--- src/rtl/rst_seq.sv ---
// rst_seq: power-on and lock-loss reset sequencer on the 24 MHz reference clock.
// Walks PLL reset -> lock wait -> lock qualification -> SDRAM init -> CPU reset
// -> run. Lock loss after domain release drops the system back to lock wait.
// Ports:
//   clk24_ref        free-running 24 MHz reference clock
//   rst_n            async active-low board reset
//   pll_locked       PLL lock flag (asynchronous, synchronised here)
//   sdram_init_done  SDRAM controller init done (sdram_clk domain, synchronised here)
//   pll_rst          PLL reset request, active-high
//   sys_rst          sys_clk domain reset, active-high
//   sdram_rst        SDRAM controller reset, active-high
//   vga_rst          VGA pipeline reset, active-high
//   cpu_rst_n        68040 RSTI, active-low
//   ready            system running
//   fault            SDRAM init timed out
//   lock_loss_cnt    saturating count of lock losses after domain release
module rst_seq #(
  parameter int unsigned PLL_RST_CYCLES     = 4,
  parameter int unsigned LOCK_TIMEOUT       = 24000,
  parameter int unsigned LOCK_STABLE_CYCLES = 1024,
  parameter int unsigned SDRAM_INIT_TIMEOUT = 2400000,
  parameter int unsigned CPU_RST_CYCLES     = 240
) (
  input  logic       clk24_ref,
  input  logic       rst_n,
  input  logic       pll_locked,
  input  logic       sdram_init_done,
  output logic       pll_rst,
  output logic       sys_rst,
  output logic       sdram_rst,
  output logic       vga_rst,
  output logic       cpu_rst_n,
  output logic       ready,
  output logic       fault,
  output logic [7:0] lock_loss_cnt
);

  localparam int unsigned MAX_AB  = (PLL_RST_CYCLES > LOCK_TIMEOUT) ? PLL_RST_CYCLES : LOCK_TIMEOUT;
  localparam int unsigned MAX_ABC = (MAX_AB > LOCK_STABLE_CYCLES) ? MAX_AB : LOCK_STABLE_CYCLES;
  localparam int unsigned MAX_ABCD = (MAX_ABC > SDRAM_INIT_TIMEOUT) ? MAX_ABC : SDRAM_INIT_TIMEOUT;
  localparam int unsigned MAX_P   = (MAX_ABCD > CPU_RST_CYCLES) ? MAX_ABCD : CPU_RST_CYCLES;
  localparam int unsigned CNT_W   = (MAX_P > 1) ? $clog2(MAX_P) : 1;
  localparam int unsigned LLC_W   = 8;

  localparam logic [CNT_W-1:0] PLL_RST_LAST     = CNT_W'(PLL_RST_CYCLES - 1);
  localparam logic [CNT_W-1:0] LOCK_TIMEOUT_LAST = CNT_W'(LOCK_TIMEOUT - 1);
  localparam logic [CNT_W-1:0] LOCK_STABLE_LAST = CNT_W'(LOCK_STABLE_CYCLES - 1);
  localparam logic [CNT_W-1:0] SDRAM_TO_LAST    = CNT_W'(SDRAM_INIT_TIMEOUT - 1);
  localparam logic [CNT_W-1:0] CPU_RST_LAST     = CNT_W'(CPU_RST_CYCLES - 1);

  localparam logic [2:0] S_PLL_RST     = 3'd0;
  localparam logic [2:0] S_WAIT_LOCK   = 3'd1;
  localparam logic [2:0] S_LOCK_STABLE = 3'd2;
  localparam logic [2:0] S_SDRAM_INIT  = 3'd3;
  localparam logic [2:0] S_CPU_RST     = 3'd4;
  localparam logic [2:0] S_RUN         = 3'd5;
  localparam logic [2:0] S_FAULT       = 3'd6;

  logic             lk_meta, lk;
  logic             dn_meta, dn;
  logic [2:0]       state_q, state_d;
  logic [CNT_W-1:0] cnt_q, cnt_d;
  logic             loss;
  logic             pll_rst_d, dom_rst_d, cpu_rst_n_d, ready_d, fault_d;
  logic [LLC_W-1:0] lock_loss_cnt_d;

  // Two-stage synchronisers for the asynchronous lock and init-done flags.
  always_ff @(posedge clk24_ref or negedge rst_n) begin
    if (!rst_n) begin
      lk_meta <= 1'b0;
      lk      <= 1'b0;
      dn_meta <= 1'b0;
      dn      <= 1'b0;
    end else begin
      lk_meta <= pll_locked;
      lk      <= lk_meta;
      dn_meta <= sdram_init_done;
      dn      <= dn_meta;
    end
  end

  // Next state, shared counter and next output values.
  always_comb begin
    state_d         = state_q;
    loss            = 1'b0;
    cnt_d           = cnt_q;
    pll_rst_d       = 1'b0;
    dom_rst_d       = 1'b0;
    cpu_rst_n_d     = 1'b0;
    ready_d         = 1'b0;
    fault_d         = 1'b0;
    lock_loss_cnt_d = lock_loss_cnt;

    case (state_q)
      S_PLL_RST: begin
        if (cnt_q == PLL_RST_LAST) state_d = S_WAIT_LOCK;
      end
      S_WAIT_LOCK: begin
        if (lk)                              state_d = S_LOCK_STABLE;
        else if (cnt_q == LOCK_TIMEOUT_LAST) state_d = S_PLL_RST;
      end
      S_LOCK_STABLE: begin
        if (!lk)                            state_d = S_WAIT_LOCK;
        else if (cnt_q == LOCK_STABLE_LAST) state_d = S_SDRAM_INIT;
      end
      S_SDRAM_INIT: begin
        if (!lk)                         loss    = 1'b1;
        else if (dn)                     state_d = S_CPU_RST;
        else if (cnt_q == SDRAM_TO_LAST) state_d = S_FAULT;
      end
      S_CPU_RST: begin
        if (!lk)                        loss    = 1'b1;
        else if (cnt_q == CPU_RST_LAST) state_d = S_RUN;
      end
      S_RUN, S_FAULT: begin
        if (!lk) loss = 1'b1;
      end
      default: state_d = S_PLL_RST;
    endcase

    // Lock loss after release overrides every other transition.
    if (loss) begin
      state_d = S_WAIT_LOCK;
      if (lock_loss_cnt != {LLC_W{1'b1}}) lock_loss_cnt_d = lock_loss_cnt + LLC_W'(1);
    end

    // Counter restarts on every state entry; it saturates so idle states never wrap.
    if (state_d != state_q)         cnt_d = '0;
    else if (cnt_q != {CNT_W{1'b1}}) cnt_d = cnt_q + CNT_W'(1);

    pll_rst_d   = (state_d == S_PLL_RST);
    dom_rst_d   = (state_d == S_PLL_RST) || (state_d == S_WAIT_LOCK) ||
                  (state_d == S_LOCK_STABLE);
    cpu_rst_n_d = (state_d == S_RUN);
    ready_d     = (state_d == S_RUN);
    fault_d     = (state_d == S_FAULT);
  end

  // State, counter and registered outputs.
  always_ff @(posedge clk24_ref or negedge rst_n) begin
    if (!rst_n) begin
      state_q       <= S_PLL_RST;
      cnt_q         <= '0;
      pll_rst       <= 1'b1;
      sys_rst       <= 1'b1;
      sdram_rst     <= 1'b1;
      vga_rst       <= 1'b1;
      cpu_rst_n     <= 1'b0;
      ready         <= 1'b0;
      fault         <= 1'b0;
      lock_loss_cnt <= '0;
    end else begin
      state_q       <= state_d;
      cnt_q         <= cnt_d;
      pll_rst       <= pll_rst_d;
      sys_rst       <= dom_rst_d;
      sdram_rst     <= dom_rst_d;
      vga_rst       <= dom_rst_d;
      cpu_rst_n     <= cpu_rst_n_d;
      ready         <= ready_d;
      fault         <= fault_d;
      lock_loss_cnt <= lock_loss_cnt_d;
    end
  end

endmodule

--- config.mk ---
export PLATFORM = sky130hd
export DESIGN_NAME = rst_seq
export DESIGN_NICKNAME = d
export VERILOG_FILES = /design/src/rtl/rst_seq.sv
export SDC_FILE = /design/constraint.sdc
export NUM_CORES = 1
export LEC_CHECK = 0
export CAP_MARGIN = 20
export CORE_AREA = 2 2 62 88
export CTS_BUF_LIST = sky130_fd_sc_hd__clkbuf_4
export DETAILED_ROUTE_END_ITERATION = 16
export DIE_AREA = 0 0 64 90
export DONT_BUFFER_PORTS = 1
export PLACE_DENSITY = 0.65
export SLEW_MARGIN = 20
export SYNTH_ARGS = -nofsm -noshare
export SYNTH_HDL_FRONTEND = slang
export SYNTH_SLANG_ARGS = --single-unit
--- constraint.sdc ---
create_clock -name clk24_ref -period 2.9 [get_ports clk24_ref]
set_input_delay 0.58 -clock clk24_ref [delete_from_list [all_inputs] [get_ports clk24_ref]]
set_output_delay 0.58 -clock clk24_ref [all_outputs]
set_load 0.05 [all_outputs]
==> flow_metrics.env, run 1 <==
export IMPL_p_leak_nw=0.952
export IMPL_ys_top_cells_by_area="dfrtp_1 (45%), nor2_1 (5.7%), xor2_1 (4.8%), nor3_1 (3.2%), xnor2_1 (3.2%)"
export IMPL_wl_met1_microns=1830
export IMPL_htreeDepth=2
export IMPL_dr_max_layer_used="met4"
export IMPL_ys_top_cells_by_count="dfrtp_1 (39), nor2_1 (33), nand2_1 (18)"
export IMPL_cts_buffer_depth=2
export IMPL_via_count=1613
export IMPL_core_area_sq_mm=0.00500
export IMPL_cts_tree="built"
export IMPL_synth_fp_nets=234
export IMPL_worstPathCellList="nor4_2 > nand4_1 > nor4_2 > a211oi_1 > or3_4 > mux2i_4 > buf_4 > a311oi_1"
export IMPL_drt_iter0_markers=71
export IMPL_critPathArrivalTime_ns=2.82
export IMPL_wl_per_cell_microns=14.9
export IMPL_synth_top_cell_area_share_pct=44.5
export IMPL_ant_nets=0
export IMPL_avgSynthCellArea_sq_um=9.61
export IMPL_yosysTopAreaCell="dfrtp_1"
export IMPL_clkSinkCount=41
export IMPL_crit_buf_inv=1
export IMPL_hp_class="in -> async"
export IMPL_ys_ff_latch=41
export IMPL_critPathTopFamily="simple AND/OR/NAND/NOR gates"
export IMPL_timing_final_crit_share_pct=88.4
export IMPL_path_common_cell="nor4_2"
export IMPL_synth_area_sq_mm=0.00219
export IMPL_wl_met3_microns=118
export IMPL_overflow=0
export IMPL_final_fill_count=467
export IMPL_io_pins=19
export IMPL_multi_input_area_sq_mm=0.00106
export IMPL_register_area_sq_mm=0.00103
export IMPL_rows=31
export IMPL_hpwl_microns=2990
export IMPL_max_cap_violations=0
export IMPL_grt_max_degree=40
export IMPL_route_met2_wl_microns=2280
export IMPL_hold_viol_final=0
export IMPL_synth_seq_area_share_pct=46.9
export IMPL_status="completed"
export IMPL_postCtsSetupBuffers=0
export IMPL_synthArstFlopShare_pct=100
export IMPL_gp_congestion=0.842
export IMPL_drc_errors=0
export IMPL_grt_usage_pct=16.8
export IMPL_grt_pass1_wl_microns=7760
export IMPL_relSlewSlack_pct=42.2
export IMPL_setup_viol=0
export IMPL_clk_latency_ns=0.35
export IMPL_clock_skew_ns=0.00463
export IMPL_yosysMostFrequentCell="dfrtp_1"
export IMPL_ys_warn_count=0
export IMPL_synth_cells=228
export IMPL_min_period_ns=2.56
export IMPL_rsz0062_at_grt="no"
export IMPL_clk_pin_slew_ns=0.12
export IMPL_grt_pass1_vias=1652
export IMPL_numPlacedInstances=284
export IMPL_fmax_ghz=0.390
export IMPL_antenna_found_initial=0
export IMPL_cp_required_ns=3.16
export IMPL_nNetsFinal=232
export IMPL_first_pass_iters=4
export IMPL_cp_slowest_cell="dfrtp_1"
export IMPL_io_buffers=0
export IMPL_power_density_mw_per_mm2=683
export IMPL_initial_core_util_pct=43.8
export IMPL_cts_buffers=5
export IMPL_die_h_microns=90
export IMPL_slowest_delay_ns=0.45
export IMPL_area_growth_pct=5.54
export IMPL_slew_violations=0
export IMPL_synth_edf_count=0
export IMPL_tightestPinTransition_ns=0.867
export IMPL_synth_ff_type="dfrtp_1"
export IMPL_ir_worst_vdd_v=0.000241
export IMPL_die_area_sq_mm=0.00576
export IMPL_start_kind="flop"
export IMPL_wirelength_microns=4360
export IMPL_cp_end_kind="flop"
export IMPL_worstSetupPathType="reg -> reg"
export IMPL_cts_root_buf="clkbuf_4"
export IMPL_fp_dieW_microns=64
export IMPL_routed_via_density=5.51
export IMPL_drive_gt1_share_pct=9.69
export IMPL_synthDistinctLibCells=45
export IMPL_cp_max_fo=22
export IMPL_final_cells=293
export IMPL_final_setup_tns_ns=0
export IMPL_diodes=0
## flip-flops by register name, summed over array words and instances, names as in the netlist
register and cells:
vga_rst 1, ready 1, state_q 3, lk_meta 1
pll_rst 1, dn_meta 1, fault 1, cnt_q 22
dn 1, lock_loss_cnt 8, lk 1
## per-layer routing
| layer | GRT usage, % | vias to the layer above |
|---|---|---|
| met3 | 3.13 | 8 |
| met2 | 28.6 | 19 |
| met4 | 8.70 | 0 |
| met5 | 0 | - |
| li1 | - | 795 |
| met1 | 19.7 | 791 |
## timing repair
action                    4_1_cts  5_1_grt
hold buffers                    1        0
gates resized for setup         0        0
hold endpoints to repair       39        0
## logic make-up after synthesis
| family | share of synthesized area, % |
|---|---|
| AO/OA/AOI/OAI | 7.59 |
| AND/OR/NAND/NOR | 29.6 |
| XOR/XNOR | 7.99 |
| multiplexers | 2.00 |
| adder cells (fa/ha/maj) | 1.14 |
| flip-flops | 46.9 |
| buffers and inverters | 4.79 |
## through the flow
| step | instance area [sq um] | hold WS (ns) | power [mW] | utilization (%) | setup WS [ns] |
|---|---|---|---|---|---|
| floorplan | 2190 | 0.284 | 1.18 | - | 0.650 |
| global placement | 2210 | 0.285 | 1.21 | 44.3 | 0.427 |
| detailed placement | 2210 | 0.286 | 1.22 | 44.3 | 0.365 |
| CTS | 2310 | 0.0450 | 1.60 | 46.2 | 0.324 |
| global route | 2310 | 0.0336 | 1.67 | 46.2 | 0.125 |
| finish | 2310 | 0.0443 | 1.58 | 46.2 | 0.338 |
## cells in the final DEF (no fill, tap or decap), types with 2 or more instances in the layout
cell type / netlist / final
dfrtp_1: 39 / 39
nor2_1: 33 / 33
nand2_1: 18 / 18
nor3_1: 14 / 14
xor2_1: 12 / 12
nand3_1: 10 / 10
a21oi_1: 9 / 9
nand4_1: 9 / 9
xnor2_1: 8 / 8
and3_1: 6 / 6
and4_1: 5 / 5
clkbuf_4: 0 / 5
and2_1: 4 / 4
inv_1: 4 / 4
a211oi_1: 4 / 4
buf_4: 3 / 4
nor2b_1: 3 / 3
nand2b_1: 3 / 3
a21o_1: 2 / 2
o21ai_0: 2 / 2
or2_2: 2 / 2
nor4_2: 2 / 2
nor4b_1: 2 / 2
a31oi_1: 2 / 2
nor4bb_1: 2 / 2
ha_1: 2 / 2
dfstp_2: 2 / 2
## final cells by class
class | instances | area share [%]
Tap cell | 66 | 3.57
Clock buffer | 5 | 1.62
Multi-Input combinational cell | 169 | 45.8
Timing Repair Buffer | 5 | 2.16
Clock inverter | 3 | 1.78
Sequential cell | 41 | 44.5
Inverter | 4 | 0.649
## power breakdown
part	internal, mW	switching [mW]
sequential	0.646	0.238
combinational	0.140	0.189
clock	0.178	0.188
total	0.964	0.615
## path summary, 6_finish.rpt
check / endpoint / slack, ns / cells after the start / from
worst max-delay path: cnt_q[10] / 0.34 / 8 / cnt_q[16]
worst min-delay path: cnt_q[12] / 0.04 / 1 / rst_n
worst max register to register: cnt_q[10] / 0.34 / 8 / cnt_q[16]
worst min register to register: lk / 0.36 / 0 / lk_meta
max in group asynchronous: cnt_q[20] / 2.65 / 1 / rst_n
min in group clk24_ref: lk_meta / 0.24 / 0 / pll_locked
Note: power is estimated with default switching activity, not from simulation.
==> run 2, diff against run 1 <==
--- a/config.mk
+++ b/config.mk
@@ -11,6 +11,7 @@
 export DETAILED_ROUTE_END_ITERATION = 16
 export DIE_AREA = 0 0 64 90
 export DONT_BUFFER_PORTS = 1
+export GPL_TIMING_DRIVEN = 0
 export PLACE_DENSITY = 0.65
 export SLEW_MARGIN = 20
 export SYNTH_ARGS = -nofsm -noshare
==> flow_metrics.env, run 2 (synthesis results as in run 1) <==
export IMPL_status="completed"
export IMPL_multi_input_area_sq_mm=0.00106
export IMPL_clkSinkCount=41
export IMPL_htreeDepth=2
export IMPL_grt_max_degree=40
export IMPL_postCtsSetupBuffers=0
export IMPL_slowest_delay_ns=0.46
export IMPL_cts_buffer_depth=2
export IMPL_cts_root_buf="clkbuf_4"
export IMPL_drc_errors=0
export IMPL_critPathTopFamily="simple AND/OR/NAND/NOR gates"
export IMPL_first_pass_iters=4
export IMPL_layout_commonest_cell="dfrtp_1"
export IMPL_r2r_setup_slack_ns=0.34
export IMPL_initial_core_util_pct=43.8
export IMPL_cts_buffers=5
export IMPL_drt_iter0_markers=50
export IMPL_r2r_end="cnt_q[20]"
export IMPL_die_area_sq_mm=0.00576
export IMPL_largest_reg_flops=22
export IMPL_worstPathCellList="nor4_2 > nand4_1 > nor4_2 > a211oi_1 > or3_4 > mux2i_4 > buf_6 > nor3_1"
export IMPL_timing_final_crit_share_pct=88.4
export IMPL_r2r_cells=8
export IMPL_io_buffers=0
export IMPL_start_kind="flop"
export IMPL_setup_viol=0
export IMPL_cp_end_kind="flop"
export IMPL_overflow=0
export IMPL_core_area_sq_mm=0.00500
export IMPL_hp_class="in -> async"
export IMPL_routed_via_density=5.50
export IMPL_final_util_pct=47.6
export IMPL_wl_per_cell_microns=14.9
export IMPL_fp_dieW_microns=64
export IMPL_hpwl_microns=3010
export IMPL_ant_nets=0
export IMPL_die_h_microns=90
export IMPL_relSlewSlack_pct=58.5
export IMPL_final_fill_count=468
export IMPL_antenna_found_initial=1
export IMPL_final_setup_tns_ns=0
export IMPL_grt_pass1_vias=1632
export IMPL_drive_gt1_share_pct=11.8
export IMPL_tightestPinTransition_ns=0.622
export IMPL_grt_pass1_wl_microns=7580
export IMPL_path_common_cell="nor4_2"
export IMPL_slew_violations=0
export IMPL_max_cap_violations=0
export IMPL_critPathArrivalTime_ns=2.84
export IMPL_postCtsHoldBufs=1
export IMPL_ir_worst_vdd_v=0.000277
export IMPL_clk_pin_slew_ns=0.13
export IMPL_via_count=1673
export IMPL_fmax_ghz=0.390
export IMPL_reg_top3="cnt_q (22), lock_loss_cnt (8), state_q (3)"
export IMPL_register_area_sq_mm=0.00103
export IMPL_crit_buf_inv=1
export IMPL_reg2reg_from="cnt_q[16]"
export IMPL_wirelength_microns=4530
export IMPL_gp_congestion=0.825
export IMPL_cp_required_ns=3.17
export IMPL_cts_resized=0
export IMPL_hold_ws_ns=0.0470
export IMPL_worstSetupPathType="reg -> reg"
export IMPL_clk_latency_ns=0.35
export IMPL_min_period_ns=2.56
export IMPL_cp_slowest_cell="dfrtp_1"
export IMPL_cts_tree="built"
export IMPL_rsz0062_at_grt="no"
export IMPL_power_density_mw_per_mm2=698
export IMPL_io_pins=19
export IMPL_cp_max_fo=10
export IMPL_nNetsFinal=242
export IMPL_rows=31
export IMPL_grt_usage_pct=17.0
export IMPL_p_leak_nw=0.989
export IMPL_final_cell_mix="dfrtp_1 (39), nor2_1 (33), nand2_1 (18)"
export IMPL_regMostFlops="cnt_q"
export IMPL_clock_skew_ns=0.0115
export IMPL_hold_viol_final=0
export IMPL_area_growth_pct=8.62
[run 2: cell types whose count changed in the layout (fill, tap and decap cells not counted), sizes merged]
cell,previous run,this run
buf,5,11
diode,0,1
clkbuf,5,9
[run 2: where the power goes]
part | switching, mW | internal (mW)
clock | 0.197 | 0.183
sequential | 0.183 | 0.645
combinational | 0.273 | 0.181
total | 0.654 | 1.01
[run 2: cell type report]
type	count	share of cell area (%)
Clock inverter	3	1.94
Buffer	14	3.78
Tap cell	66	3.47
Timing Repair Buffer	1	0.841
Antenna cell	1	0.105
Clock buffer	5	1.58
Inverter	4	0.631
Sequential cell	41	43.2
Multi-Input combinational cell	169	44.5
[run 2: layer usage]
metal,track usage [%],part of all wire (%),vias up
li1,-,-,815
met1,20.1,42,809
met2,28.0,51,38
met3,3.13,3.1,11
met4,10.3,3.6,0
met5,0,0,-
[run 2: how the worst max path moves through the flow]
stage | from | slack (ns) | endpoint | cells after the start
after floorplan | cnt_q[16] | 0.65 | cnt_q[16] | 8
after global placement | cnt_q[16] | 0.35 | cnt_q[14] | 8
after global routing | cnt_q[16] | 0.18 | cnt_q[2] | 8
final | cnt_q[16] | 0.34 | cnt_q[20] | 8
after detailed placement | cnt_q[16] | 0.35 | cnt_q[20] | 8
after CTS | cnt_q[16] | 0.32 | cnt_q[20] | 8
[run 2: metrics by stage]
| step | worst slack [ns] | power, mW | std cells | instance area, sq um |
|---|---|---|---|---|
| floorplan | 0.650 | 1.18 | 228 | 2190 |
| global placement | 0.348 | 1.27 | 294 | 2270 |
| detailed placement | 0.351 | 1.28 | 294 | 2270 |
| CTS | 0.319 | 1.68 | 303 | 2380 |
| global route | 0.182 | 1.76 | 304 | 2380 |
| finish | 0.335 | 1.66 | 304 | 2380 |
==> run 3, diff against run 2 <==
--- a/config.mk
+++ b/config.mk
@@ -17,3 +17,4 @@
 export SYNTH_ARGS = -nofsm -noshare
 export SYNTH_HDL_FRONTEND = slang
 export SYNTH_SLANG_ARGS = --single-unit
+export TNS_END_PERCENT = 100
==> results of run 3 <==
Same layout as run 2: the final DEF is identical, and so are final timing and power.
